## config.mk

```make
export PLATFORM = sky130hd
export DESIGN_NAME = fnd_scan_ctrl
export DESIGN_NICKNAME = d
export VERILOG_FILES = /design/src/rtl/fnd_scan_ctrl.sv
export SDC_FILE = /design/constraint.sdc
export NUM_CORES = 1
export LEC_CHECK = 0
export ABC_AREA = 1
export BUFFER_PORTS_ARGS = -buffer_cell sky130_fd_sc_hd__buf_4
export CORE_ASPECT_RATIO = 0.8
export CORE_MARGIN = 10
export CORE_UTILIZATION = 60
export DETAILED_ROUTE_END_ITERATION = 12
export GPL_ROUTABILITY_DRIVEN = 0
export GPL_TIMING_DRIVEN = 0
export HOLD_SLACK_MARGIN = 0.12
export PLACE_DENSITY = 0.79
export RECOVER_POWER = 50
export SLEW_MARGIN = 20
export SYNTH_ARGS = -nofsm -noshare
export SYNTH_HDL_FRONTEND = slang
export SYNTH_SLANG_ARGS = --single-unit
export TNS_END_PERCENT = 100
```

## constraint.sdc

```tcl
create_clock -name clk -period 5.6 [get_ports clk]
set_clock_uncertainty 0.1 [all_clocks]
set_input_delay 0.56 -clock clk [delete_from_list [all_inputs] [get_ports clk]]
set_output_delay 0.56 -clock clk [all_outputs]
set_load 0.02 [all_outputs]
```

## src/rtl/fnd_scan_ctrl.sv

```systemverilog
// fnd_scan_ctrl
//   Display stage for counter_100. The binary count is converted to four BCD
//   digits by a sequential double-dabble converter. The digits are then shown on
//   a 4-digit, common-anode, time-multiplexed 7-segment display.
//
//   The display registers are refreshed only at frame boundaries, so a frame
//   never shows a mix of old and new digits.
//
// Ports
//   clk          system clock, rising edge
//   reset        asynchronous, active-high reset
//   i_cnt        binary value to display (CNT_W bits, 0..8191 max)
//   i_run        run indicator, lights the digit-0 decimal point
//   o_fnd_com    digit enables, active-low, bit n = digit n (digit 0 = units)
//   o_fnd_data   segments, active-low, {dp,g,f,e,d,c,b,a}
//   o_digit_tick one-cycle pulse on the cycle the digit index advances
module fnd_scan_ctrl #(
    parameter int CNT_W    = 7,
    parameter int SCAN_DIV = 100000
) (
    input  logic             clk,
    input  logic             reset,
    input  logic [CNT_W-1:0] i_cnt,
    input  logic             i_run,
    output logic [3:0]       o_fnd_com,
    output logic [7:0]       o_fnd_data,
    output logic             o_digit_tick
);

    localparam int DIV_W = (SCAN_DIV > 1) ? $clog2(SCAN_DIV) : 1;
    localparam int BC_W  = (CNT_W > 1) ? $clog2(CNT_W) : 1;
    localparam int SR_W  = 16 + CNT_W;

    localparam logic [DIV_W-1:0] DIV_LAST = DIV_W'(SCAN_DIV - 1);
    localparam logic [BC_W-1:0]  BC_LAST  = BC_W'(CNT_W - 1);

    localparam logic [1:0] ST_IDLE = 2'd0;
    localparam logic [1:0] ST_CONV = 2'd1;
    localparam logic [1:0] ST_DONE = 2'd2;

    logic [DIV_W-1:0] div;
    logic [1:0]       idx;
    logic             tick;
    logic             frame;

    logic [1:0]       state;
    logic [BC_W-1:0]  bit_cnt;
    logic [SR_W-1:0]  sr;        // {bcd[15:0], bin[CNT_W-1:0]}
    logic             pend_dp;
    logic [15:0]      disp_bcd;
    logic             disp_dp;

    logic [3:0]       dig;
    logic             blank;

    // Double-dabble correction: any BCD nibble >= 5 gets +3 before the shift,
    // so that the shift carries correctly into the next decimal digit.
    function automatic logic [15:0] dd_adjust(input logic [15:0] b);
        logic [15:0] r;
        r = b;
        for (int i = 0; i < 4; i++) begin
            if (b[i*4 +: 4] >= 4'd5)
                r[i*4 +: 4] = b[i*4 +: 4] + 4'd3;
        end
        return r;
    endfunction

    function automatic logic [7:0] seg7(input logic [3:0] d);
        logic [7:0] s;
        case (d)
            4'd0:    s = 8'hC0;
            4'd1:    s = 8'hF9;
            4'd2:    s = 8'hA4;
            4'd3:    s = 8'hB0;
            4'd4:    s = 8'h99;
            4'd5:    s = 8'h92;
            4'd6:    s = 8'h82;
            4'd7:    s = 8'hF8;
            4'd8:    s = 8'h80;
            4'd9:    s = 8'h90;
            default: s = 8'hFF;
        endcase
        return s;
    endfunction

    assign tick  = (div == DIV_LAST);
    // The last tick of digit 3 wraps idx to 0: this is the start of a new frame.
    assign frame = tick && (idx == 2'd3);

    always_ff @(posedge clk or posedge reset) begin
        if (reset) begin
            div <= '0;
            idx <= 2'd0;
        end else if (tick) begin
            div <= '0;
            idx <= idx + 2'd1;
        end else begin
            div <= div + 1'b1;
        end
    end

    // Conversion takes CNT_W shift cycles plus one copy cycle. With
    // SCAN_DIV >= CNT_W+2 it always completes inside slot 0. A boundary that
    // arrives while a conversion is still busy is ignored.
    always_ff @(posedge clk or posedge reset) begin
        if (reset) begin
            state    <= ST_IDLE;
            bit_cnt  <= '0;
            sr       <= '0;
            pend_dp  <= 1'b0;
            disp_bcd <= 16'd0;
            disp_dp  <= 1'b0;
        end else begin
            case (state)
                ST_IDLE: begin
                    if (frame) begin
                        sr      <= {16'd0, i_cnt};
                        pend_dp <= i_run;
                        bit_cnt <= '0;
                        state   <= ST_CONV;
                    end
                end
                ST_CONV: begin
                    sr <= {dd_adjust(sr[SR_W-1:CNT_W]), sr[CNT_W-1:0]} << 1;
                    if (bit_cnt == BC_LAST)
                        state <= ST_DONE;
                    else
                        bit_cnt <= bit_cnt + 1'b1;
                end
                ST_DONE: begin
                    disp_bcd <= sr[SR_W-1:CNT_W];
                    disp_dp  <= pend_dp;
                    state    <= ST_IDLE;
                end
                default: state <= ST_IDLE;
            endcase
        end
    end

    assign o_fnd_com    = ~(4'b0001 << idx);
    assign o_digit_tick = tick;

    // A digit above the units is blanked when it and every higher digit are
    // zero. Zeros below the leading digit therefore stay visible.
    always_comb begin
        dig   = disp_bcd[3:0];
        blank = 1'b0;
        case (idx)
            2'd0: begin
                dig   = disp_bcd[3:0];
                blank = 1'b0;
            end
            2'd1: begin
                dig   = disp_bcd[7:4];
                blank = (disp_bcd[15:4] == 12'd0);
            end
            2'd2: begin
                dig   = disp_bcd[11:8];
                blank = (disp_bcd[15:8] == 8'd0);
            end
            default: begin
                dig   = disp_bcd[15:12];
                blank = (disp_bcd[15:12] == 4'd0);
            end
        endcase
        o_fnd_data = blank ? 8'hFF : seg7(dig);
        if ((idx == 2'd0) && disp_dp)
            o_fnd_data[7] = 1'b0;
    end

endmodule

```

* Word-level counts from Yosys, hierarchy flattened
Memory sizes are Yosys's and may differ from the RTL's.
Index checks and enable logic that the tools add are counted.
** Cells by class
- Multiply operators :: 0
- Add/subtract/negate cells :: 7
- Bitwise gates (word level) :: 1
- Divide/modulo/power cells :: 0
- Reduce and logical (&&, ||, !) cells :: 12
- Magnitude comparators :: 4
- Eq/ne operators :: 10
- Muxes and demuxes :: 17
- Shift-type cells :: 1
** Operator list (count)
- case mux 23 bit (2 select lines) :: 1
- 2-to-1 mux 23 bit :: 1
- adder 17 x 1 -> 17 bit (second input constant) :: 1
- == test 17 bit (second input constant) :: 1
- 2-to-1 mux 17 bit :: 1
- >= comparator 4 x 3 -> 1 bit (second input constant) :: 4
- adder 4 x 2 -> 4 bit (second input constant) :: 3
- zero test 12 bit :: 1
- 2-to-1 mux 4 bit :: 3
- case mux 4 bit (3 select lines) :: 1
- 2-to-1 mux 3 bit :: 3
- zero test 8 bit :: 1
- 2-to-1 mux 8 bit :: 1
- == test 2 bit (second input constant) :: 3
- != test 2 bit (second input constant) :: 3
- case mux 3 bit (2 select lines) :: 1
- AND reduction 2 bit :: 3
- == test 2 x 1 -> 1 bit (second input constant) :: 2
- zero test 2 bit :: 2
- zero test 4 bit :: 1
- 2-to-1 mux 2 bit :: 2
- NOT 4 bit :: 1
- case mux 2 bit (2 select lines) :: 1
- left shift 1 x 2 -> 4 bit (first input constant) :: 1
- 9 further kinds :: 10
** Word-level totals
- Bits in latches :: 0
- Memories kept :: 1
- Bits of input ports :: 10
- Memory bits (writable) :: 0
- Flip-flop bits (word level) :: 65
- Bits in read-only memories :: 112
** Memories
- (no name shown) :: words 16, bits a word 7, rd ports 1, clocked after Yosys merged registers in 0, wr ports 0, RTL line 70 : case (d)

* Depth between registers and ports, before layout
An unclocked memory read counts as a cell.
- Depth after elaboration :: 5
- Gate-level depth with buffers :: 12

* Worst setup path before layout
OpenSTA, ideal clock, no wires.
- Path kind :: reg2out
- Start point :: register idx[0]
- End point :: output o_fnd_data[1]
- Stages on the path, launching flop included :: 9
- Setup slack :: 3.149 ns
- Data arrival time :: 1.791 ns
- Path buffers :: 0
- Path through :: dfrtp_1 > inv_1 > ha_1 > nand2_1 > nand2_1 > o21ai_2 > inv_1 > ha_1 > o211ai_1
** Between the ends
- Cells in the longest elaborated chain, start to end :: 4
** RTL lines
- from (decl) :: RTL line 42 : logic [1:0] idx;
- from (signal assigned) :: RTL line 96 : idx <= idx + 2'd1;
- == test 2 bit, or another cell as far along :: RTL line 148 : case (idx)
- case mux 4 bit (3 select lines) :: RTL line 148
- memory read (16 x 7 bit)
- 2-to-1 mux 8 bit * :: RTL line 166 : o_fnd_data = blank ? 8'hFF : seg7(dig);
- to (decl) :: RTL line 26 : output logic [7:0] o_fnd_data,
Every way passes the cells marked *; elsewhere a longest branch is shown, timed or not.

* Worst setup path after layout
Ends and elaborated chain as after synthesis.

==> impl_metrics.ini <==
[place]
port_buffers = 22
dp_cells = 597
place_hpwl_um = 6130

[power]
vdd_drop_max_mv = 0.159
leakagePower_nw = 2.23
power_density_nw_per_um2 = 191

[setup_path]
end_kind = output port
reg2reg_from = div[0]$_DFF_PP0_
crit_path_max_incr_delay_ns = 0.40
ff2ff_setup_slack_ns = 3.69
arrival_ns = 2.28
cp-endpoint = o_fnd_data[1]
startpoint = idx[0]$_DFFE_PP0N_
cp-start-kind = register
crit_path_top_delay_cell = dfrtp_1
worstPathCellList = inv_1, ha_1, nand2_1, nand2_1, o21bai_1, ha_1, o211ai_1, buf_4
worstPathMaxFanout = 6
worstSetupPathType = reg2out
crit_required_ns = 4.94
reg2reg_to = div[9]$_DFF_PP0_
reg2reg_depth = 8

[global_route]
first_global_vias = 3159
grt_start_max_net_pins = 53
grt_overflow = 0
antenna_found_initial = 0
grt_pass1_wl_um = 14300
grtUsageTotal = 0.174

[final_layout]
syn_to_final_growth_pct = 11.5
multi_input_area_um2 = 1850
drive_gt1_frac = 0.136
final_cells = 612
seqCellArea_um2 = 1630
nFillCells = 502
final_nets = 557
final_util = 0.701
antenna_cells = 0

[timing]
fin_crit_sh = 0.525
rsz0062_at_grt = no
setup_viol = 0
worst_slew_pin_slew_ns = 0.718
fmax_ghz = 0.340
hold_viol_final = 0
drv_slew = 0
period_minus_slack_ns = 2.94
relSlewSlack = 0.519
fin_tns_setup_ns = 0

[clock_network]
clock_path_buffers = 2
h-tree-depth = 3
clk_pin_slew_ns = 0.06
cts_resized = 0
cts_sinks = 65
clk-insertion-delay-late_ns = 0.34
numCtsBuffers = 9
root_buffer = clkbuf_8
tritoncts = yes

[yosys]
yosysMostFrequentCell = nand2_1
ys_seq_elements = 65
synth_edf_count = 0
syn_area_um2 = 3790
ys.flop_type = dfrtp_1
yosys_warnings = 0
yosysSeqAreaShare = 0.429
synth_top_area_frac = 0.429
synthCells = 493
synth_fp_nets = 522
ys_types = 35
yosys-top-cells-count = nand2_1 (153), dfrtp_1 (65), inv_1 (56), nand3_1 (49), nor2_1 (36)
synth_area_leaders = dfrtp_1 (43%), nand2_1 (15%), nand3_1 (6.5%), ha_1 (6.3%), inv_1 (5.5%)
async_flop_share = 1.00
postSynthAreaPerCell_um2 = 7.70
yosysTopAreaCell = dfrtp_1

[floorplan]
die_area_um2 = 9930
row_count = 25
core_um2 = 6040
die_h_um = 91.1
start_util = 0.629
ioPinCount = 23
dieWidth_um = 109

[run]
drv_cap = 0

[detailed_routing]
routedWlPerCell_um = 13.6
dr.pass1.iters = 5
drt-total-wl_um = 8340
initialDrtViolationCount = 268
avgViaCountPerCell = 5.39
drtAntennaViolNets = 0
vias = 3299
drc = 0

[min_path]
min_path_type = in2reg

[status]
status = completed
==> critical path, delay by kind of cell (launching register included) <==
family,cells,cell delay (ns)
flops,1,0.40
compound gates,2,0.50
fa+ha+maj,2,0.60
buf+inv,2,0.27
simple gates,2,0.16
==> metal layers <==
metal  vias up  track usage  routed length, µm
li1       1647            -                  -
met1      1530        0.223               3990
met2       105        0.280               3770
met3        17       0.0508                478
met4         0       0.0373                 95
met5         -            0                  0
==> worst min-delay path by stage <==
| stage | slack (ns) | endpoint | cells past startpoint | start |
|---|---|---|---|---|
| 6_report | 0.33 | pend_dp$_DFFE_PP0P_ | 3 | i_run |
| 4_1_cts | 0.33 | pend_dp$_DFFE_PP0P_ | 3 | i_run |
| 2_1_floorplan | 0.33 | div[0]$_DFF_PP0_ | 1 | div[0]$_DFF_PP0_ |
| 5_1_grt | 0.32 | sr[0]$_DFFE_PP0P_ | 3 | i_cnt[0] |
| 3_5_place_dp | 0.35 | div[0]$_DFF_PP0_ | 1 | div[0]$_DFF_PP0_ |
| 3_3_place_gp | 0.35 | div[0]$_DFF_PP0_ | 1 | div[0]$_DFF_PP0_ |
==> cell type report <==
cell class,count,share of cell area
Buffer,10,0.0180
Clock buffer,13,0.0328
Clock inverter,1,0.00118
Inverter,61,0.0550
Multi-Input combinational cell,357,0.437
Sequential cell,65,0.384
Tap cell,81,0.0239
Timing Repair Buffer,24,0.0479
==> sequential cells by signal, indices dropped and copies added, names as in the netlist <==
register and count:
idx 2, sr 23, disp_dp 1, div 17, state 2, disp_bcd 16
pend_dp 1, bit_cnt 3
==> power breakdown <==
group	total, mW	switching, mW	internal (mW)
Combinational	0.0184	0.0111	0.00735
Clock	0.322	0.166	0.156
Sequential	0.470	0	0.470
Total	0.810	0.177	0.633
==> kinds of logic (layout without fill, tap and decap cells) <==
kind of cell,Yosys count,in the layout,synth area share
flip-flops,65,65,0.429
adder cells (fa/ha/maj),19,19,0.0626
AO/OA/AOI/OAI,50,50,0.0729
buffers and inverters,71,109,0.0811
AND/OR/NAND/NOR,281,281,0.338
multiplexers,1,1,0.00297
XOR/XNOR,6,6,0.0138
==> metrics by stage <==
| step | hold slack (ns) | setup slack [ns] | instance area (µm²) | total power, mW |
|---|---|---|---|---|
| after floorplan | 0.330 | 3.15 | 3790 | 0.487 |
| after global routing | 0.324 | 2.42 | 4230 | 0.839 |
| after detailed placement | 0.352 | 2.99 | 4090 | 0.497 |
| after global placement | 0.349 | 2.51 | 4060 | 0.494 |
| final | 0.333 | 2.66 | 4230 | 0.810 |
| after CTS | 0.328 | 2.62 | 4250 | 0.816 |
==> what timing repair did <==
action / CTS / global route
hold buffers: 1 / 0
endpoints found under the hold margin: 13 / 0
buffers inserted: 0 / 0
==> cell usage in the layout (no fill, tap or decap), types with 2 or more instances in the layout <==
cell        instances
nor2_4              2
nand2_2             4
clkbuf_8            9
or2_2               9
a21oi_1             8
o211ai_1            5
nand3_1            49
buf_6               4
dfrtp_1            65
clkinvlp_2          2
nor2_1             36
buf_4              23
o21bai_1            2
nand2_1           154
inv_2               3
o21ai_0            33
nand3_2             6
ha_1               19
clkinv_2            2
nor3_1              4
inv_1              55
nor4_1              2
xor2_1              5
clkbuf_1            7
nand4_1            10
No activity file was read; power rests on OpenSTA's default activity.
